**config.mk**
```make
export PLATFORM = sky130hd
export DESIGN_NAME = sr_ff_driver_flat
export DESIGN_NICKNAME = d
export VERILOG_FILES = /design/src/rtl/sr_pkg.sv /design/src/rtl/sr_ff_driver_if.sv /design/src/rtl/sr_ff_driver.sv /design/src/flat_wrapper.sv
export SDC_FILE = /design/constraint.sdc
export NUM_CORES = 1
export LEC_CHECK = 0
export ABC_AREA = 1
export CAP_MARGIN = 20
export CORE_MARGIN = 2
export CORE_UTILIZATION = 45
export CTS_CLUSTER_SIZE = 12
export DETAILED_ROUTE_END_ITERATION = 10
export HOLD_SLACK_MARGIN = 0.05
export PLACE_DENSITY_LB_ADDON = 0.05
export SYNTH_ARGS = -nofsm -noshare
export SYNTH_HDL_FRONTEND = slang
export SYNTH_SLANG_ARGS = --single-unit
export TNS_END_PERCENT = 30
```
**constraint.sdc**
```tcl
create_clock -name clk -period 4.3 [get_ports clk]
set_input_delay 0.86 -clock clk [delete_from_list [all_inputs] [get_ports clk]]
set_output_delay 0.86 -clock clk [all_outputs]
set_load 0.05 [all_outputs]
```
**src/rtl/sr_pkg.sv**
```systemverilog
// Shared types and constants for the sr_ff command-side driver.
package sr_pkg;

    // Driver sequencing states.
    typedef enum logic [2:0] {
        ST_IDLE  = 3'd0,
        ST_DRIVE = 3'd1,
        ST_WAIT  = 3'd2,
        ST_HOLD  = 3'd3,
        ST_DONE  = 3'd4,
        ST_ERR   = 3'd5
    } state_t;

    // Error codes reported on err_code_o.
    localparam logic [1:0] ERR_NONE    = 2'b00;
    localparam logic [1:0] ERR_TIMEOUT = 2'b01;
    localparam logic [1:0] ERR_ILLEGAL = 2'b10;
    localparam logic [1:0] ERR_DISTURB = 2'b11;

    // True when the q/qb pair is a legal encoding of the target value.
    function automatic logic fb_matches(input logic q, input logic qb, input logic tgt);
        return (q == tgt) && (qb == ~tgt);
    endfunction

endpackage

```
**src/rtl/sr_ff_driver_if.sv**
```systemverilog
// Request handshake between control logic and the sr_ff driver.
interface sr_ff_driver_if #(
    parameter int HOLD_W = 8
);
    logic              req_valid_i;
    logic              req_ready_o;
    logic              req_val_i;
    logic [HOLD_W-1:0] req_hold_i;

    // Control logic side: issues requests, observes ready.
    modport master (
        output req_valid_i,
        output req_val_i,
        output req_hold_i,
        input  req_ready_o
    );

    // Driver side: accepts requests, reports ready.
    modport slave (
        input  req_valid_i,
        input  req_val_i,
        input  req_hold_i,
        output req_ready_o
    );
endinterface

```
**src/rtl/sr_ff_driver.sv**
```systemverilog
// Converts set/clear requests into single-cycle S/R pulses for an sr_ff,
// verifies the q/qb feedback, holds the result and reports done or error.
// One down-counter serves both the WAIT timeout and the HOLD duration.
module sr_ff_driver
    import sr_pkg::*;
#(
    parameter int HOLD_W  = 8,
    parameter int TIMEOUT = 4
) (
    input  logic                 clk,
    input  logic                 reset,
    sr_ff_driver_if.slave        req,
    input  logic                 q_i,
    input  logic                 qb_i,
    output logic                 s_o,
    output logic                 r_o,
    output logic                 busy_o,
    output logic                 done_o,
    output logic                 err_o,
    output logic [1:0]           err_code_o
);

    localparam int TO_W  = $clog2(TIMEOUT + 1);
    localparam int CNT_W = (HOLD_W > TO_W) ? HOLD_W : TO_W;

    state_t              r_state;
    state_t              w_state_nxt;
    logic [CNT_W-1:0]    r_cnt;
    logic [CNT_W-1:0]    w_cnt_nxt;
    logic                r_tgt;
    logic                w_tgt_nxt;
    logic [HOLD_W-1:0]   r_hold;
    logic [HOLD_W-1:0]   w_hold_nxt;
    logic [1:0]          w_err_code_nxt;

    // Next-state, counter and latched-request logic.
    always_comb begin
        w_state_nxt    = r_state;
        w_cnt_nxt      = r_cnt;
        w_tgt_nxt      = r_tgt;
        w_hold_nxt     = r_hold;
        w_err_code_nxt = err_code_o;
        case (r_state)
            ST_IDLE: begin
                if (req.req_valid_i) begin
                    w_tgt_nxt      = req.req_val_i;
                    w_hold_nxt     = req.req_hold_i;
                    w_err_code_nxt = ERR_NONE;
                    // Already at target: skip the pulse entirely.
                    if (fb_matches(q_i, qb_i, req.req_val_i)) begin
                        if (req.req_hold_i != '0) begin
                            w_state_nxt = ST_HOLD;
                            w_cnt_nxt   = CNT_W'(req.req_hold_i);
                        end else begin
                            w_state_nxt = ST_DONE;
                        end
                    end else begin
                        w_state_nxt = ST_DRIVE;
                    end
                end else begin
                    w_state_nxt = ST_IDLE;
                end
            end
            ST_DRIVE: begin
                w_state_nxt = ST_WAIT;
                w_cnt_nxt   = CNT_W'(TIMEOUT);
            end
            ST_WAIT: begin
                if (q_i == qb_i) begin
                    w_state_nxt    = ST_ERR;
                    w_err_code_nxt = ERR_ILLEGAL;
                end else if (q_i == r_tgt) begin
                    if (r_hold != '0) begin
                        w_state_nxt = ST_HOLD;
                        w_cnt_nxt   = CNT_W'(r_hold);
                    end else begin
                        w_state_nxt = ST_DONE;
                    end
                end else if (r_cnt <= CNT_W'(1)) begin
                    w_state_nxt    = ST_ERR;
                    w_err_code_nxt = ERR_TIMEOUT;
                end else begin
                    w_cnt_nxt = r_cnt - CNT_W'(1);
                end
            end
            ST_HOLD: begin
                if ((q_i != r_tgt) || (qb_i == q_i)) begin
                    w_state_nxt    = ST_ERR;
                    w_err_code_nxt = ERR_DISTURB;
                end else if (r_cnt <= CNT_W'(1)) begin
                    w_state_nxt = ST_DONE;
                end else begin
                    w_cnt_nxt = r_cnt - CNT_W'(1);
                end
            end
            ST_DONE: begin
                w_state_nxt = ST_IDLE;
            end
            ST_ERR: begin
                w_state_nxt = ST_IDLE;
            end
            default: begin
                w_state_nxt = ST_IDLE;
            end
        endcase
    end

    // State, counter and latched request registers.
    always_ff @(posedge clk or negedge reset) begin
        if (!reset) begin
            r_state <= ST_IDLE;
            r_cnt   <= '0;
            r_tgt   <= 1'b0;
            r_hold  <= '0;
        end else begin
            r_state <= w_state_nxt;
            r_cnt   <= w_cnt_nxt;
            r_tgt   <= w_tgt_nxt;
            r_hold  <= w_hold_nxt;
        end
    end

    // Registered outputs decoded from the upcoming state so they align with it.
    always_ff @(posedge clk or negedge reset) begin
        if (!reset) begin
            req.req_ready_o <= 1'b1;
            s_o             <= 1'b0;
            r_o             <= 1'b0;
            busy_o          <= 1'b0;
            done_o          <= 1'b0;
            err_o           <= 1'b0;
            err_code_o      <= ERR_NONE;
        end else begin
            req.req_ready_o <= (w_state_nxt == ST_IDLE);
            s_o             <= (w_state_nxt == ST_DRIVE) &&  w_tgt_nxt;
            r_o             <= (w_state_nxt == ST_DRIVE) && !w_tgt_nxt;
            busy_o          <= (w_state_nxt != ST_IDLE);
            done_o          <= (w_state_nxt == ST_DONE);
            err_o           <= (w_state_nxt == ST_ERR);
            err_code_o      <= w_err_code_nxt;
        end
    end

endmodule

```
**src/flat_wrapper.sv**
```systemverilog
// flat-port wrapper written by rule: the top's interface ports become plain ports
module sr_ff_driver_flat import sr_pkg::*;
#(
    parameter int HOLD_W  = 8,
    parameter int TIMEOUT = 4
)
  (clk, reset, q_i, qb_i, s_o, r_o, busy_o, done_o, err_o, err_code_o, req_req_valid_i, req_req_val_i, req_req_hold_i, req_req_ready_o);
  sr_ff_driver_if #(.HOLD_W(HOLD_W)) req_i ();
  input  logic clk;
  input  logic reset;
  input  logic q_i;
  input  logic qb_i;
  output logic s_o;
  output logic r_o;
  output logic busy_o;
  output logic done_o;
  output logic err_o;
  output logic [1:0] err_code_o;
  input wire logic [$bits(req_i.req_valid_i)-1:0] req_req_valid_i;
  input wire logic [$bits(req_i.req_val_i)-1:0] req_req_val_i;
  input wire logic [$bits(req_i.req_hold_i)-1:0] req_req_hold_i;
  output wire logic [$bits(req_i.req_ready_o)-1:0] req_req_ready_o;
  assign req_i.req_valid_i = req_req_valid_i;
  assign req_i.req_val_i = req_req_val_i;
  assign req_i.req_hold_i = req_req_hold_i;
  assign req_req_ready_o = req_i.req_ready_o;
  sr_ff_driver #(.HOLD_W(HOLD_W), .TIMEOUT(TIMEOUT)) u_core (.clk(clk), .reset(reset), .req(req_i), .q_i(q_i), .qb_i(qb_i), .s_o(s_o), .r_o(r_o), .busy_o(busy_o), .done_o(done_o), .err_o(err_o), .err_code_o(err_code_o));
endmodule
```
Word-level counts from Yosys, hierarchy flattened
Index checks and enable logic that the tools add are counted.
{ "classes": {"n_lt_le_gt_ge": 1, "mul": 0, "n_mux": 27, "n_reduce_logical": 15, "n_shift": 0, "bitwise_logic": 1, "add_sub_neg": 1, "n_div": 0, "eq_ne": 21} }
{ "ops": {"columns": ["operator", "count"], "rows": [
  ["two-way mux 8 bit", 8],
  ["case mux 8 bit (4 select lines)", 1],
  ["two-way mux 3 bit", 9],
  ["nonzero test 8 bit", 2],
  ["case mux 3 bit (4 select lines)", 1],
  ["two-way mux 2 bit", 5],
  ["less-or-equal comparator 8 x 1 -> 1 bit (second input constant)", 1],
  ["subtractor 8 x 1 -> 8 bit (second input constant)", 1],
  ["AND reduction 7 bit", 1],
  ["== test 3 x 1 -> 1 bit (second input constant)", 2],
  ["== test 3 x 2 -> 1 bit (second input constant)", 2],
  ["== test 3 bit (second input constant)", 2],
  ["zero test 3 bit", 2],
  ["inequality test 2 x 1 -> 1 bit (second input constant)", 3],
  ["inequality test 2 bit (second input constant)", 3],
  ["case mux 2 bit (3 select lines)", 1],
  ["nonzero test 3 bit", 2],
  ["== test 1 bit", 5],
  ["AND reduction 5 bit", 1],
  ["nonzero test 4 bit", 1],
  ["logical AND 1 bit", 3],
  ["inequality test 3 x 1 -> 1 bit (second input constant)", 1],
  ["inequality test 3 x 2 -> 1 bit (second input constant)", 1],
  ["inequality test 3 bit (second input constant)", 1],
  ["other kinds (6)", 7]
]} }
{ "totals": {"regBits": 28, "n_memories": 0, "out_inout_bits": 8, "latchBits": 0, "ramBits": 0, "romBits": 0} }

Logic depth before layout (Yosys ltp)
{ "depth": {"ltp_word": 8, "depth_mapped": 12} }

Least setup slack after synthesis
OpenSTA, ideal clock, no wires.
{ "synth_path": {"path_type": "input port to flip-flop", "start": "input q_i", "end": "register u_core.r_cnt[2]", "path_stages": 10, "setup_ps": 124, "required_time_ps": 4176, "t_arrival_ps": 1706, "path_slack_ps": 2470, "n_path_buf": 0, "path_cell_list": "inv_2 nand2_1 nand2_1 nand2_1 nand2_2 nand2_2 nor2_8 inv_2 nand2_1 nand2_1"} }
{ "synth_between": {"elab_chain_cells": 4} }
{ "synth_rtl": {"columns": ["item", "line_no", "source"], "rows": [
  ["start: declaration", "flat_wrapper.sv:11", "input logic q_i;"],
  ["== test 1 bit (tied with other cells)", "sr_ff_driver.sv:72", "end else if (q_i == r_tgt) begin"],
  ["two-way mux 8 bit (tied with other cells)", "sr_ff_driver.sv:72", null],
  ["two-way mux 8 bit (tied with other cells)", "sr_ff_driver.sv:69", "if (q_i == qb_i) begin"],
  ["case mux 8 bit (4 select lines) / AND reduction 7 bit (equally long branches)", null, null],
  ["end signal: assignment", "sr_ff_driver.sv:117", "r_cnt <= w_cnt_nxt;"],
  ["end: declaration", "sr_ff_driver.sv:28", "logic [CNT_W-1:0] r_cnt;"]
]} }
Parallel ways exist; a longest one is shown, timed or not. The select of a mux whose other input is x is not followed.
A chain may end at the register's enable or synchronous reset.

Worst setup path after layout
{ "layout_path": {"start": "register u_core.req.req_ready_o", "end": "output req_req_ready_o"} }
{ "layout_lines": {"columns": ["item", "line_no", "source"], "rows": [
  ["start: declaration", "sr_ff_driver_if.sv:23", "output req_ready_o"],
  ["start signal: assignment", "sr_ff_driver.sv:134", "req.req_ready_o <= (w_state_nxt == ST_IDLE);"],
  ["end: declaration", "flat_wrapper.sv:22", "output wire logic [$bits(req_i.req_ready_o)-1:0] req_req_ready_o;"]
]} }
No word-level cell between the ends.

==> results.yml <==
status:
  outcome: "finished, final reports clean"
logic_synthesis:
  synth_cell_types: 32
  synth_area_um2: 1862
  syn-num-nets: 289
  syn_area_per_cell_um2: 6.820
  yosysWarningCount: 0
  syn_inst: 273
  synth-seq-cells: 28
  seq_area_frac_synth_pct: 37.70
critical_path:
  slowest_delay_ns: 0.79
  critical_path.startpoint_type: "flop"
  endpoint_kind: "primary output"
  cp.required_ns: 3.44
  crit_slowest_cell: "clkdlybuf4s50_1"
  cp_max_fo: 1
  arrival_ns: 1.57
  cpLargestDelayFamily: "buffers and inverters"
  path_cells: "clkdlybuf4s50_1"
  crit_type: "flop to primary output"
  crit_buf_inv: 1
pwr:
  p_clk_share_pct: 8.3
  internal-power_mw: 0.8385
  combPwrFrac_pct: 62.9
  vdd_drop_max_v: 0.0002743
  swShare_pct: 51.82
  p_sw_mw: 0.9018
  seqPwrFrac_pct: 28.8
  powerDensity_nw_per_um2: 805.4
  power_leakage_nw: 1.103
clock_tree:
  tritoncts.num_buffers: 3
  ctsHoldBuffers: 0
  post_cts_buffers: 0
  cts.repair.resized: 0
  path_clk_slew_ns: 0.09
  clockRootBuffer: "clkbuf_8"
  cts_tree: "built"
  insertion_delay_ns: 0.27
  clock-sinks: 28
  clk_path_buf_depth: 2
  htree_levels: 1
routing:
  via_per_inst: 4.965
  avgRoutedWirePerCell_um: 11.86
  drtPass1Iterations: 4
  drt_iter0_drc: 101
  routed_wl_um: 4105
  num_vias: 1718
  drc: 0
  postRouteAntennaNets: 0
run:
  cap_viol_max_count: 0
placement:
  place.gp.congestion: 0.8951
  dp_cells: 342
  dp_hpwl_um: 3266
  numPortBuffers: 21
floorplanning:
  die_h_um: 68.32
  design.die.area_um2: 4668
  die_w_um: 68.32
  rows: 23
  top_level_ports: 22
  initial_utilization_pct: 46.54
  core_area_um2: 4000
global_route:
  track_usage_pct: 20.26
  antenna_found_initial: 0
  grt_pass1_wl_um: 7141
  grt_overflow: 0
  grt_pass1_vias: 1576
  grt_max_degree: 29
sta:
  timing.fmax_ghz: 0.4108
  post-route-period-util_pct: 56.61
  slew_headroom_pct: 67.17
  tightest_slew_ns: 0.4909
  hold_viol_final: 0
  rsz0062_at_grt: "no"
  finalWorstPathRequiredPeriod_ns: 2.434
  fin_skew_ns: 0.006679
  finalSetupViolCount: 0
  fin_setup_tns_ns: 0
  slew_viol_final: 0
layout:
  layout_common_cells: "nand2_1, nor2_1, dfrtp_1"
  drive_gt1_share_pct: 12.50
  fin_cells: 346
  diodes: 0
  area_growth_pct: 16.06
  final_nets: 313
  final_common_cell: "nand2_1"
hold_path:
  hp-class: "flop to flop"
routing by layer:
metal	global-route usage (%)	wire length, µm	share of wire (%)	vias up
met5	0	0	0	-
met4	4.500	36	0.88	0
met3	1.974	167	4.1	5
met2	31.67	1749	43	49
met1	30.26	2152	52	761
li1	-	-	-	903
cells by family (layout without fill, tap and decap cells):
family / Yosys count / in the layout / share of synthesized area (%)
AO/OA/AOI/OAI: 31 / 31 / 10.01
XOR/XNOR: 2 / 2 / 0.9410
adder cells (fa/ha/maj): 2 / 2 / 1.344
flip-flops: 28 / 28 / 37.70
AND/OR/NAND/NOR: 173 / 173 / 41.73
buffers and inverters: 37 / 60 / 8.266
worst paths after layout:
| check | from | to | slack [ns] | cells past startpoint |
|---|---|---|---|---|
| max | u_core.req.req_ready_o | req_req_ready_o | 1.87 | 1 |
| min | u_core.err_code_o[0] | u_core.err_code_o[0] | 0.49 | 1 |
| max reg2reg | u_core.r_cnt[0] | u_core.s_o | 2.35 | 11 |
| min reg2reg | u_core.err_code_o[0] | u_core.err_code_o[0] | 0.49 | 1 |
| max in group asynchronous | reset | u_core.req.req_ready_o | 3.03 | 2 |
| min in group asynchronous | reset | u_core.r_cnt[6] | 0.96 | 2 |
synth_stat cells:
cell type  count  area [µm²]
inv_2          7       26.28
o21ai_0       14       70.07
a21boi_1       1       7.510
nand2_1       96       360.4
xor2_1         1       8.760
buf_6          2       22.52
or2_2          3       18.77
nand3_2        2       20.02
nor2_4         1       11.26
a21oi_4        1       16.27
o211ai_1       3       22.52
a21oi_1        2       10.01
o22ai_1        1       6.260
o21ai_1        5       25.02
a31oi_1        2       12.51
ha_1           2       25.02
dfrtp_1       27       675.7
nor2_8         1       20.02
o21a_1         1       7.510
inv_1         26       97.59
nand2_4        1       11.26
clkbuf_1       1       3.750
nand3_1       22       110.1
nor2_2         6       37.54
nor2_1        29       108.9
nand2_2        8       50.05
nor3_2         1       10.01
xnor2_1        1       8.760
clkinv_1       1       3.750
o21ai_2        1       8.760
nand4_1        3       18.77
dfstp_2        1       26.28
sequential cells by signal, summed over array words and instances, names as in the netlist:
register                count
u_core.err_o                1
u_core.r_hold               8
u_core.req.req_ready_o      1
u_core.err_code_o           2
u_core.done_o               1
u_core.r_o                  1
u_core.busy_o               1
u_core.r_cnt                8
u_core.r_state              3
u_core.s_o                  1
u_core.r_tgt                1
power groups by stage:
| stage | sequential (mW) | clock, mW | combinational [mW] |
|---|---|---|---|
| 2_1_floorplan | 0.584 | 0 | 0.767 |
| 3_3_place_gp | 0.505 | 0 | 1.09 |
| 3_5_place_dp | 0.505 | 0 | 1.10 |
| 4_1_cts | 0.499 | 0.150 | 1.10 |
| 5_1_grt | 0.518 | 0.162 | 1.25 |
| 6_report | 0.501 | 0.144 | 1.10 |
layout make-up:
cell class / instances / area (µm²)
Fill cell: 396 / 1839
Sequential cell: 28 / 701.9
Inverter: 34 / 127.6
Clock buffer: 4 / 45.04
Tap cell: 50 / 62.56
Multi-Input combinational cell: 208 / 1006
Timing Repair Buffer: 22 / 217.7
through the flow:
step / hold WS, ns / utilization, % / power (mW) / cell area, µm² / setup WS, ns
floorplan: 0.4491 / - / 1.351 / 1862 / 2.470
global placement: 0.4861 / 52.89 / 1.599 / 2116 / 1.691
detailed placement: 0.4815 / 52.89 / 1.600 / 2116 / 1.692
CTS: 0.5032 / 54.02 / 1.750 / 2161 / 1.849
global route: 0.5150 / 54.02 / 1.929 / 2161 / 1.816
finish: 0.4941 / 54.02 / 1.740 / 2161 / 1.866
Power figures use the tool's default switching activity.
==> RTL change (same settings) <==
Re-encode `state_t` (6 states) as one-hot, 6 bits wide.
--- a/src/rtl/sr_pkg.sv
+++ b/src/rtl/sr_pkg.sv
@@ -2,13 +2,13 @@
 package sr_pkg;
 
     // Driver sequencing states.
-    typedef enum logic [2:0] {
-        ST_IDLE  = 3'd0,
-        ST_DRIVE = 3'd1,
-        ST_WAIT  = 3'd2,
-        ST_HOLD  = 3'd3,
-        ST_DONE  = 3'd4,
-        ST_ERR   = 3'd5
+    typedef enum logic [5:0] {
+        ST_IDLE  = 6'b000001,
+        ST_DRIVE = 6'b000010,
+        ST_WAIT  = 6'b000100,
+        ST_HOLD  = 6'b001000,
+        ST_DONE  = 6'b010000,
+        ST_ERR   = 6'b100000
     } state_t;
 
     // Error codes reported on err_code_o.
Behaviour: no difference found for any inputs over 10 cycles, from zero or initial values and one cycle with reset low; not proved beyond that.
==> RTL change against the original RTL <==
  * Power shrank 3.7%
  * Setup slack worse by 18 ps
  * Design area is 15% higher
  * Via count grew 18%
  * Clock skew fell by 1.5 ps
  * Non-clock buffer count stayed put
  * Critical path depth stayed put
  * Utilization rose by 1.7 points
  * Sequential cell count grew 3
  * Routed wire length rose by 24%
  * Maximum frequency is 0.72% lower
  * Area after synthesis grew 13%
  * Hold slack improved by 15 ps
==> RTL change: results (changes against the original RTL) <==
[global_route]
grt_use_met1_pct = 33.3  ; +3.1 points
grt_max_degree = 32  ; +10%
grt_util_all_layers_pct = 22.1  ; +1.8 points
use_met3_pct = 3.89  ; +1.9 points
grt_use_met2_pct = 31.9  ; +0.23 points

[timing]
skew_ps = 5.19  ; -1.49 ps
slew_headroom_pct = 65.0  ; -2.2 points

[layout]
multi_input_area_mm2 = 0.00116  ; +16%
clk_share_pct = 4.55  ; +2.5 points
seq_cells = 31  ; +11%
reg_top3 = u_core.r_cnt (8), u_core.r_hold (8), u_core.r_state (6)
fillers = 481  ; +21%
clock_buffers = 5  ; +1
drive_above_1_share_pct = 9.74  ; -2.8 points
final_nets = 364  ; +16%
instances_no_fill = 401  ; +16%
comb.multi_input.count = 251  ; +21%
inverters = 37  ; +8.8%
register_area_um2 = 778  ; +11%

[place]
gp_congestion = 0.877  ; -2.1%
dp.cells = 393  ; +15%
dpl_cell_area_mm2 = 0.00236  ; +12%
dpl.hpwl_mm = 3.95  ; +21%

[synth]
synth_cell_types = 30  ; -6.3%
yosys-top-cells-area = dfrtp_1 34%, nand2_1 22%, nor2_1 7.7%
synth_fp_nets = 338  ; +17%
synthXorXnorAreaFrac_pct = 0.416  ; -0.52 points
synth-adder-area-share_pct = 1.19  ; -0.16 points
synth_compound_area_share_pct = 7.67  ; -2.3 points
seq_area_frac_synth_pct = 37.0  ; -0.72 points

[power_and_ir_drop]
power.total_uw = 1680  ; -3.7%
clock_net_power_uw = 291  ; +100%
intPower_uw = 868  ; +3.5%

[clock_network]
cts_setup_buffers = 0  ; unchanged
cts_max_level = 2  ; +1
clock_latency_ps = 290  ; +20 ps

[detailed_routing]
wl_met1_mm = 2.71  ; +26%
wl_met3_um = 221  ; +32%
drtIter0Drc = 156  ; +54%
dr_wl_met2_mm = 2.08  ; +19%
post_drt_wl_per_cell_um = 12.7  ; +7.0%

[setup_path]
arrival_ps = 1590  ; +20 ps

[floorplan]
tap_cells = 52  ; +4.0%

[outcome]
status = complete, no violations

RTL change: cell count changes in the layout (fill, tap and decap cells not counted), sizes merged, moves of 3 or more:
cell	delta
nand3	+3
nor2	+14
nand2	+27
nand3b	+3
clkinv	+3
RTL change: worst paths after layout:
check                                                  from                               end  slack [ps]  depth (start not counted)
setup / recovery           u_core.req.req_ready_o$_DFF_PN1_                   req_req_ready_o        1850                          1
hold / removal             u_core.err_code_o[1]$_DFFE_PN0P_  u_core.err_code_o[1]$_DFFE_PN0P_         510                          2
setup reg to reg                u_core.r_state[0]$_DFF_PN1_              u_core.s_o$_DFF_PN0_        2390                          7
hold reg to reg            u_core.err_code_o[1]$_DFFE_PN0P_  u_core.err_code_o[1]$_DFFE_PN0P_         510                          2
max in group asynchronous                             reset  u_core.req.req_ready_o$_DFF_PN1_        3020                          2
min in group asynchronous                             reset           u_core.busy_o$_DFF_PN0_         960                          2
